--- src/rtl/generic_pipe.sv ---
// rtl/generic_pipe.sv - elastic valid/ready pipeline with bubble collapsing and flush
// Optional saturating stall counter when GENERIC_PIPE_STALL_CNT_EN is defined.
module generic_pipe #(
   parameter int               WIDTH       = 8,
   parameter int               DEPTH       = 2,
   parameter logic [WIDTH-1:0] RESET_VALUE = '0,
   parameter int               CNT_W       = 16
) (
   input  logic                                       clk,
   input  logic                                       rst_n,
   input  logic                                       flush,
   input  logic                                       in_valid,
   output logic                                       in_ready,
   input  logic [WIDTH-1:0]                           in_data,
   output logic                                       out_valid,
   input  logic                                       out_ready,
   output logic [WIDTH-1:0]                           out_data,
`ifdef GENERIC_PIPE_STALL_CNT_EN
   output logic [((DEPTH == 0) ? 1 : $clog2(DEPTH + 1))-1:0] occupancy,
   output logic [CNT_W-1:0]                           stall_cnt
`else
   output logic [((DEPTH == 0) ? 1 : $clog2(DEPTH + 1))-1:0] occupancy
`endif
);

   localparam int OCC_W = (DEPTH == 0) ? 1 : $clog2(DEPTH + 1);

   if (DEPTH == 0) begin : g_bypass
      assign in_ready  = out_ready && !flush;
      assign out_valid = in_valid;
      assign out_data  = in_data;
      assign occupancy = '0;
   end else begin : g_pipe
      logic [DEPTH-1:0] v;
      logic [WIDTH-1:0] d [DEPTH];
      logic [DEPTH-1:0] rdy;

      // A stage can take new data when some stage at or beyond it has a hole,
      // or the consumer is draining; written flat to avoid a combinational chain.
      for (genvar i = 0; i < DEPTH; i++) begin : g_rdy
         assign rdy[i] = out_ready || !(&v[DEPTH-1:i]);
      end

      always_ff @(posedge clk) begin
         if (!rst_n || flush) begin
            for (int i = 0; i < DEPTH; i++) begin
               v[i] <= 1'b0;
               d[i] <= RESET_VALUE;
            end
         end else begin
            if (rdy[0]) begin
               v[0] <= in_valid;
               if (in_valid) d[0] <= in_data;
            end
            for (int i = 1; i < DEPTH; i++) begin
               if (rdy[i]) begin
                  v[i] <= v[i-1];
                  if (v[i-1]) d[i] <= d[i-1];
               end
            end
         end
      end

      assign in_ready  = rdy[0] && !flush;
      assign out_valid = v[DEPTH-1];
      assign out_data  = d[DEPTH-1];

      always_comb begin
         occupancy = OCC_W'($countones(v));
      end
   end

`ifdef GENERIC_PIPE_STALL_CNT_EN
   // Survives flush so stall history is not lost when the pipe is cleared.
   always_ff @(posedge clk) begin
      if (!rst_n) begin
         stall_cnt <= '0;
      end else if (out_valid && !out_ready && !(&stall_cnt)) begin
         stall_cnt <= stall_cnt + 1'b1;
      end
   end
`endif

endmodule

--- config.mk ---
export PLATFORM = sky130hd
export DESIGN_NAME = generic_pipe
export DESIGN_NICKNAME = d
export VERILOG_FILES = /design/src/rtl/generic_pipe.sv
export SDC_FILE = /design/constraint.sdc
export NUM_CORES = 1
export LEC_CHECK = 0
export BUFFER_PORTS_ARGS = -buffer_cell sky130_fd_sc_hd__buf_4
export CAP_MARGIN = 30
export CORE_UTILIZATION = 49
export CTS_CLUSTER_DIAMETER = 100
export DETAILED_ROUTE_END_ITERATION = 6
export PLACE_DENSITY = 0.77
export SLEW_MARGIN = 20
export SYNTH_ARGS = -nofsm -noshare
export SYNTH_HDL_FRONTEND = slang
export SYNTH_SLANG_ARGS = --single-unit
--- constraint.sdc ---
create_clock -name clk -period 2.16 [get_ports clk]
set_clock_uncertainty 0.1 [all_clocks]
set_input_delay 0.432 -clock clk [delete_from_list [all_inputs] [get_ports clk]]
set_output_delay 0.432 -clock clk [all_outputs]
set_load 0.005 [all_outputs]
==> results.yml, run 1 <==
timing:
  setup_slack_ns: 0.285
  drv_slew: 0
  hold_viol: 0
  clock.fmax_ghz: 0.533
  post-route-period-util_pct: 86.8
  relSlewSlack_pct: 72.7
  fin_crit_ns: 1.87
  finalSetupTns_ns: 0
  rsz0062_at_grt: "false"
  tightest_slew_ns: 0.409
  finalSetupViolCount: 0
pwr:
  powerDensity_mw_per_mm2: 635
  p_comb_share_pct: 10.7
  leakagePower_nw: 0.441
  p_int_uw: 502
  clockPowerShare_pct: 25.3
  power_frac_seq_pct: 64.0
  ir_worst_vdd_uv: 364
  finalPower_uw: 629
  switching_share_pct: 20.3
  switching_power_uw: 128
worst_setup_path:
  crit_path_top_delay_cell: "dfxtp_1"
  critPathLaunchType: "register"
  cp-end-kind: "output port"
  worstPathMaxFanout: 5
  cpPeakStageDelay_ns: 0.44
  cp_num_buf_inv: 1
  critPathArrivalTime_ns: 1.34
  critPathTopFamily: "flip-flops"
  crit_required_ns: 1.63
  critPathKind: "reg2out"
  crit_chain: "ha_1 > and2b_1 > nor2_1 > buf_4"
synthesis:
  syn_area_um2: 831
  syn_area_per_cell_um2: 10.9
  synth_top_family_by_area: "simple AND/OR/NAND/NOR gates"
  ys_types: 15
  syn-num-nets: 90
  seq_area_frac_synth_pct: 62.7
  synthAdderAreaFrac_pct: 1.51
  ys.warnings.count: 0
  synth-seq-cells: 18
  synth_mux_area_share_pct: 0
  synth-compound-area-share_pct: 4.37
  synth_xor_area_share_pct: 0
  synthSimpleGateAreaFrac_pct: 21.2
  synth_cells: 76
cts:
  cts_hold_buffers: 0
  clk_pin_slew_worst_paths_ns: 0.09
  clk_latency_ns: 0.28
  cts_max_level: 1
  clock-root-buffer: "clkbuf_4"
  cts_setup_buffers: 0
  cts.path.max_buffers: 2
  cts_resized: 0
  cts_sinks: 18
  cts_tree: "yes"
  numCtsBuffers: 3
placement:
  preCtsSetupSlack_ns: 0.517
  portBuffers: 24
  gp_congestion: 0.751
drt:
  drt_iter0_drc: 10
  post_drt_wl_per_cell_um: 9.61
  final_antenna_net_count: 0
  via_count: 511
  viasPerCell: 4.60
  dr.pass1.iters: 4
  drc_errors: 0
  wirelength_um: 1070
final_layout:
  antenna_cells: 0
  areaGrowthSynthToFinish_pct: 19.3
  fin_nets: 110
  drive_gt1_share_pct: 32.6
min_path:
  hold_class: "in2reg"
floorplanning:
  die_area_mm2: 0.00186
  die_w_um: 43.2
  core-area_mm2: 0.00154
  std_cell_rows: 14
  io_pins: 25
  fp.dieH_um: 43.2
  initial_utilization_pct: 53.9
grt:
  grt_pass1_wl_um: 1820
  antenna_found_initial: 0
  grt_usage_pct: 13.3
  grt_pass1_vias: 460
  gr-total-overflow: 0
  grt_max_degree: 17
status:
  status: "finished clean"
flow_run:
  drv_cap: 0
-- cell families after synthesis --
| logic type | Yosys count |
|---|---|
| DFF | 18 |
| and+or+nand+nor | 42 |
| adders and majority gates | 1 |
| buffers and inverters | 12 |
| AOI/OAI and AO/OA | 3 |
-- registers in the layout (all words and copies together), names as in the netlist --
signal    cells
g_pipe.v      2
g_pipe.d     16
-- cells in the final DEF, fill, tap and decap left out, drive strengths merged --
cell type,synthesis,final
a21boi,2,2
a22oi,1,1
and2b,1,1
buf,11,26
clkbuf,0,3
clkinv,0,1
dfxtp,2,2
edfxtp,16,16
ha,1,1
inv,1,1
nand2,21,21
nand2b,2,2
nor2,17,17
nor2b,1,1
-- metal layers --
layer / vias to the layer above / wire length, um / part of all wire [%] / global-route usage, %
li1: 276 / - / - / -
met1: 216 / 462 / 43 / 15.9
met2: 17 / 528 / 49 / 22.4
met3: 2 / 60 / 5.6 / 3.83
met4: 0 / 14 / 1.3 / 5.45
met5: - / 0 / 0 / 0
-- path summary, 6_finish.rpt --
kind                            start                            to  slack [ns]  cells past startpoint
min reg2reg  g_pipe.v[0]$_SDFFE_PP0P_      g_pipe.v[1]$_SDFFE_PP0P_        0.45                      2
max reg2reg  g_pipe.v[0]$_SDFFE_PP0P_  g_pipe.d[0][3]$_SDFFCE_PN0P_        0.52                      4
max          g_pipe.v[0]$_SDFFE_PP0P_                      in_ready        0.29                      4
min                        in_data[1]  g_pipe.d[0][1]$_SDFFCE_PN0P_        0.34                      3
-- power groups by stage --
stage	Sequential (mW)	Combinational, mW	Clock, mW
after global placement	0.411	0.0664	0
after CTS	0.403	0.0684	0.165
after global routing	0.405	0.0743	0.180
final	0.403	0.0673	0.159
after detailed placement	0.412	0.0681	0
after floorplan	0.410	0.0425	0
-- area by class of cell --
class	instances	area (um^2)
fill	125	551
sequential	18	520
multi-input combinational	46	225
timing repair buffer	26	195
clock buffer	3	22.5
tap	16	20.0
clock inverter	1	3.75
inverter	1	3.75
-- metrics by stage --
stage	hold WS, ns	instance area (um^2)	std cells	utilization (%)
after floorplan	0.406	831	76	-
after global placement	0.427	965	107	62.6
after detailed placement	0.432	965	107	62.6
after CTS	0.337	991	111	64.3
after global routing	0.354	991	111	64.3
final	0.342	991	111	64.3
-- worst register-to-register path: stages (launching register included) --
cell	delay, ns
dfxtp_1	0.44
ha_1	0.27
nand2b_4	0.08
a22oi_4	0.39
nor2_1	0.11
-- cells in the mapped netlist --
cell type  number  area, um^2
and2b_1         1        7.51
buf_2           2        10.0
edfxtp_1       16         480
buf_4           8        60.1
inv_1           1        3.75
nand2b_4        1        13.8
nor2_1         17        63.8
a21boi_0        2        15.0
buf_6           1        11.3
ha_1            1        12.5
nand2_1        21        78.8
nor2b_1         1        6.26
dfxtp_1         2        40.0
nand2b_1        1        6.26
a22oi_4         1        21.3
Note: power is estimated with default switching activity, not from simulation.
==> inputs of run 2 (changes only) <==
CORE_UTILIZATION = 52   (was 49)
CTS_BUF_LIST = sky130_fd_sc_hd__clkbuf_4 sky130_fd_sc_hd__clkbuf_8   (was unset)
PLACE_DENSITY = 0.81   (was 0.77)
REMOVE_ABC_BUFFERS = 1   (was unset)
==> run 2 against run 1 <==
  * Non-clock buffer count is the same
  * Total power grew 0.98%
  * Critical path depth is the same
  * Via count grew 4.3%
  * Combinational power grew 0.6%
  * Largest power group unchanged
  * Critical path type unchanged
  * Sequential share of layout area is the same
  * Critical endpoint unchanged
  * Worst setup slack gained 0.0022 ns
  * Worst hold slack lost 0.0085 ns
  * Maximum frequency grew 0.12%
  * Final cell count is the same
==> results.yml, run 2 (synthesized netlist as in run 1, its figures left out) <==
status:
  status: "finished clean"
final_layout:
  fin_nets: 110
  mostFrequentLayoutCells: "buf_4 (26), nand2_1 (21), nor2_1 (17), edfxtp_1 (16), clkbuf_4 (3)"
  utilization_pct: 65.8
  antenna_cells: 0
  largest_reg_flops: 16
  drive_gt1_share_pct: 32.6
  fill_cells: 124
  largest_registers: "g_pipe.d x16, g_pipe.v x2"
  largest-register: "g_pipe.d"
  final_common_cell: "buf_4"
  areaGrowthSynthToFinish_pct: 19.3
floorplanning:
  initial_utilization_pct: 55.1
  fp.dieH_um: 42.0
  io_pins: 25
  std_cell_rows: 14
  core-area_mm2: 0.00151
  die_w_um: 42.0
  die_area_mm2: 0.00176
cts:
  clk_pin_slew_worst_paths_ns: 0.10
  cts.path.max_buffers: 2
  cts_tree: "yes"
  cts_setup_buffers: 0
  numCtsBuffers: 3
  cts_sinks: 18
  cts_hold_buffers: 0
  clock-root-buffer: "clkbuf_4"
  cts_resized: 0
  clk_latency_ns: 0.28
  cts_max_level: 1
timing:
  finalSetupTns_ns: 0
  relSlewSlack_pct: 72.6
  rsz0062_at_grt: "false"
  hold_viol: 0
  tightest_slew_ns: 0.412
  clock.fmax_ghz: 0.534
  drv_slew: 0
  post-route-period-util_pct: 86.7
  fin_crit_ns: 1.87
  finalSetupViolCount: 0
drt:
  viasPerCell: 4.80
  post_drt_wl_per_cell_um: 10.6
  final_antenna_net_count: 0
  via_count: 533
  drc_errors: 0
  wirelength_um: 1180
  dr.pass1.iters: 4
  drt_iter0_drc: 7
grt:
  gr-total-overflow: 0
  grt_pass1_vias: 466
  antenna_found_initial: 0
  grt_pass1_wl_um: 1920
  grt_max_degree: 17
  grt_usage_pct: 15.0
worst_setup_path:
  worstPathMaxFanout: 5
  critPathLaunchType: "register"
  crit_required_ns: 1.63
  cp-end-kind: "output port"
  critPathKind: "reg2out"
  critPathArrivalTime_ns: 1.34
min_path:
  hold_class: "in2reg"
pwr:
  ir_worst_vdd_uv: 393
  leakagePower_nw: 0.441
  powerDensity_mw_per_mm2: 641
placement:
  gp_congestion: 0.771
  dp_hpwl_um: 909
  portBuffers: 24
flow_run:
  drv_cap: 0
[run 2: cell counts in the layout (fill, tap and decap cells not counted)]
Identical to the previous run, type by type.
[run 2: stage by stage]
stage               hold slack, ns  cells  power, mW  setup WS (ns)  instance area [um^2]
global route                 0.324    111      0.665          0.211                   991
detailed placement           0.433    107      0.481          0.502                   965
finish                       0.333    111      0.636          0.288                   991
CTS                          0.328    111      0.642          0.267                   991
global placement             0.423    107      0.477          0.574                   965
floorplan                    0.407     65      0.437          0.235                   749
[run 2: path summary, 6_finish.rpt]
| kind | from | end | slack [ns] | cells past startpoint |
|---|---|---|---|---|
| worst max register to register | g_pipe.v[0]$_SDFFE_PP0P_ | g_pipe.d[0][0]$_SDFFCE_PN0P_ | 0.50 | 4 |
| worst min-delay path | in_data[5] | g_pipe.d[0][5]$_SDFFCE_PN0P_ | 0.33 | 3 |
| worst max-delay path | g_pipe.v[0]$_SDFFE_PP0P_ | in_ready | 0.29 | 4 |
| worst min register to register | g_pipe.v[0]$_SDFFE_PP0P_ | g_pipe.v[1]$_SDFFE_PP0P_ | 0.45 | 2 |
[run 2: power breakdown]
group | internal, mW | switching [mW] | total, mW | leakage (nW)
registers | 0.397 | 0.00646 | 0.404 | 0.199
logic | 0.0378 | 0.0300 | 0.0677 | 0.228
clock network | 0.0671 | 0.0970 | 0.164 | 0.0154
[run 2: critical path, cell delays in order, from the launching register on]
cell and delay (ns):
dfxtp_1 0.45, ha_1 0.27, and2b_1 0.17, nor2_1 0.04, buf_4 0.13
[run 2: layout make-up]
cell class	instances	area [um^2]	area share, %
Clock inverter	1	3.75	0.379
Sequential cell	18	520	52.5
Clock buffer	3	22.5	2.27
Tap cell	16	20.0	2.02
Inverter	1	3.75	0.379
Timing Repair Buffer	26	195	19.7
Multi-Input combinational cell	46	225	22.7
[run 2: routing by layer]
metal | up-vias | track usage, % | routed length, um | share of wire [%]
li1 | 280 | - | - | -
met1 | 233 | 18.2 | 523 | 45
met2 | 16 | 23.8 | 574 | 49
met3 | 4 | 3.88 | 50 | 4.3
met4 | 0 | 9.68 | 26 | 2.2
met5 | - | 0 | 0 | 0
==> inputs of run 3 (changes only) <==
BUFFER_PORTS_ARGS = -buffer_cell sky130_fd_sc_hd__buf_2   (was -buffer_cell sky130_fd_sc_hd__buf_4)
CORE_UTILIZATION = 50   (was 52)
PLACE_DENSITY = 0.78   (was 0.81)
==> run 3 against run 2 <==
  * Total power grew 1.2%
  * Global-route usage grew 0.51 points
  * Routed wire length shrank 0.85%
  * Sequential power about the same
  * Non-clock buffer count unchanged
  * Maximum frequency is 0.83% higher
  * Largest cell class unchanged
  * Die area up 3.8%
==> results.yml, run 3 (synthesized netlist as in run 1, its figures left out) <==
final_layout:
  final_common_cell: "buf_2"
  drive_gt1_share_pct: 33.7
  areaGrowthSynthToFinish_pct: 12.5
  fill_cells: 125
  antenna_cells: 0
  multi_input_area_um2: 225
  largest_registers: "g_pipe.d x16, g_pipe.v x2"
  largest-register: "g_pipe.d"
  utilization_pct: 61.3
  mostFrequentLayoutCells: "buf_2 (24), nand2_1 (21), nor2_1 (17), edfxtp_1 (16), clkbuf_4 (4)"
  largest_reg_flops: 16
  fin_nets: 110
  seq_area_um2: 520
timing:
  setup_slack_ns: 0.303
  relSlewSlack_pct: 71.7
  finalSetupViolCount: 0
  hold_ws_ns: 0.326
  rsz0062_at_grt: "false"
  clock.fmax_ghz: 0.539
  drv_slew: 0
  post-route-period-util_pct: 86.0
  hold_viol: 0
  fin_crit_ns: 1.86
  tightest_slew_ns: 0.424
  finalSetupTns_ns: 0
drt:
  via_count: 546
  drt_iter0_drc: 12
  dr.pass1.iters: 4
  drc_errors: 0
  wirelength_um: 1170
  final_antenna_net_count: 0
  viasPerCell: 4.92
  post_drt_wl_per_cell_um: 10.5
worst_setup_path:
  critPathArrivalTime_ns: 1.32
  critPathKind: "reg2out"
  crit_required_ns: 1.63
  worstPathMaxFanout: 5
  crit_chain: "ha_1 > and2b_1 > nor2_1 > buf_2"
  crit_path_top_delay_cell: "dfxtp_1"
  critPathLaunchType: "register"
  cpPeakStageDelay_ns: 0.44
  cp-end-kind: "output port"
placement:
  dp_hpwl_um: 883
  portBuffers: 24
  preCtsSetupSlack_ns: 0.506
  gp_congestion: 0.716
status:
  status: "finished clean"
floorplanning:
  std_cell_rows: 14
  fp.dieH_um: 42.8
  initial_utilization_pct: 54.5
  die_w_um: 42.8
  die_area_mm2: 0.00183
  core-area_mm2: 0.00152
  io_pins: 25
pwr:
  p_comb_share_pct: 8.7
  power_frac_seq_pct: 62.6
  ir_worst_vdd_uv: 371
  leakagePower_nw: 0.431
  p_int_uw: 508
  clockPowerShare_pct: 28.7
  switching_power_uw: 136
  switching_share_pct: 21.1
  powerDensity_mw_per_mm2: 688
grt:
  grt_pass1_wl_um: 2060
  antenna_found_initial: 0
  grt_pass1_vias: 504
  grt_usage_pct: 15.6
  grt_max_degree: 17
  gr-total-overflow: 0
cts:
  cts_resized: 0
  clock-root-buffer: "clkbuf_4"
  cts_max_level: 1
  cts_sinks: 18
  clk_pin_slew_worst_paths_ns: 0.10
  cts_tree: "yes"
  numCtsBuffers: 3
  cts_hold_buffers: 0
  cts_setup_buffers: 0
  clk_latency_ns: 0.29
  cts.path.max_buffers: 2
flow_run:
  drv_cap: 0
min_path:
  hold_class: "in2reg"
-- run 3: cell count changes in the layout (fill, tap and decap cells not counted) --
| cell | before | now |
|---|---|---|
| buf_2 | 0 | 24 |
| buf_4 | 26 | 2 |
| clkinv_1 | 1 | 0 |
| clkbuf_4 | 3 | 4 |
-- run 3: power by group through the flow --
stage	clock (mW)	sequential (mW)	combinational, mW
after global routing	0.202	0.404	0.0636
after global placement	0	0.410	0.0547
after CTS	0.187	0.403	0.0566
final	0.185	0.403	0.0559
after floorplan	0	0.412	0.0251
after detailed placement	0	0.411	0.0564
-- run 3: final timing paths --
kind | from | end | slack (ns) | cells after the start
worst max-delay path | g_pipe.v[0]$_SDFFE_PP0P_ | in_ready | 0.30 | 4
worst min register to register | g_pipe.v[0]$_SDFFE_PP0P_ | g_pipe.v[0]$_SDFFE_PP0P_ | 0.44 | 2
worst max register to register | g_pipe.v[0]$_SDFFE_PP0P_ | g_pipe.d[0][11]$_SDFFCE_PN0P_ | 0.51 | 4
worst min-delay path | in_data[2] | g_pipe.d[0][2]$_SDFFCE_PN0P_ | 0.33 | 3
-- run 3: layer usage --
metal  vias to the layer above  global-route usage (%)  share of wire [%]
met4                         0                    9.38                2.7
met5                         -                       0                  0
li1                        277                       -                  -
met3                         4                    2.55                3.4
met2                        17                    25.8                 52
met1                       248                    18.8                 42
-- run 3: cell type report --
| class | instances | share of cell area [%] |
|---|---|---|
| repair buffers | 26 | 14.5 |
| well taps | 16 | 2.14 |
| inverters | 1 | 0.402 |
| clock buffers | 4 | 3.21 |
| flip-flops and latches | 18 | 55.7 |
| multi-input cells | 46 | 24.1 |
-- run 3: per-stage QoR --
stage | cells | area (um^2) | power [mW]
after global placement | 107 | 905 | 0.465
after floorplan | 65 | 749 | 0.437
after CTS | 111 | 935 | 0.646
final | 111 | 935 | 0.643
after detailed placement | 107 | 905 | 0.467
after global routing | 111 | 935 | 0.670
-- run 3: critical path: cells and delay by family, from the launching register on --
kind | cells | cell delay [ns]
flops | 1 | 0.44
fa+ha+maj | 1 | 0.27
simple gates | 2 | 0.22
buf+inv | 1 | 0.11
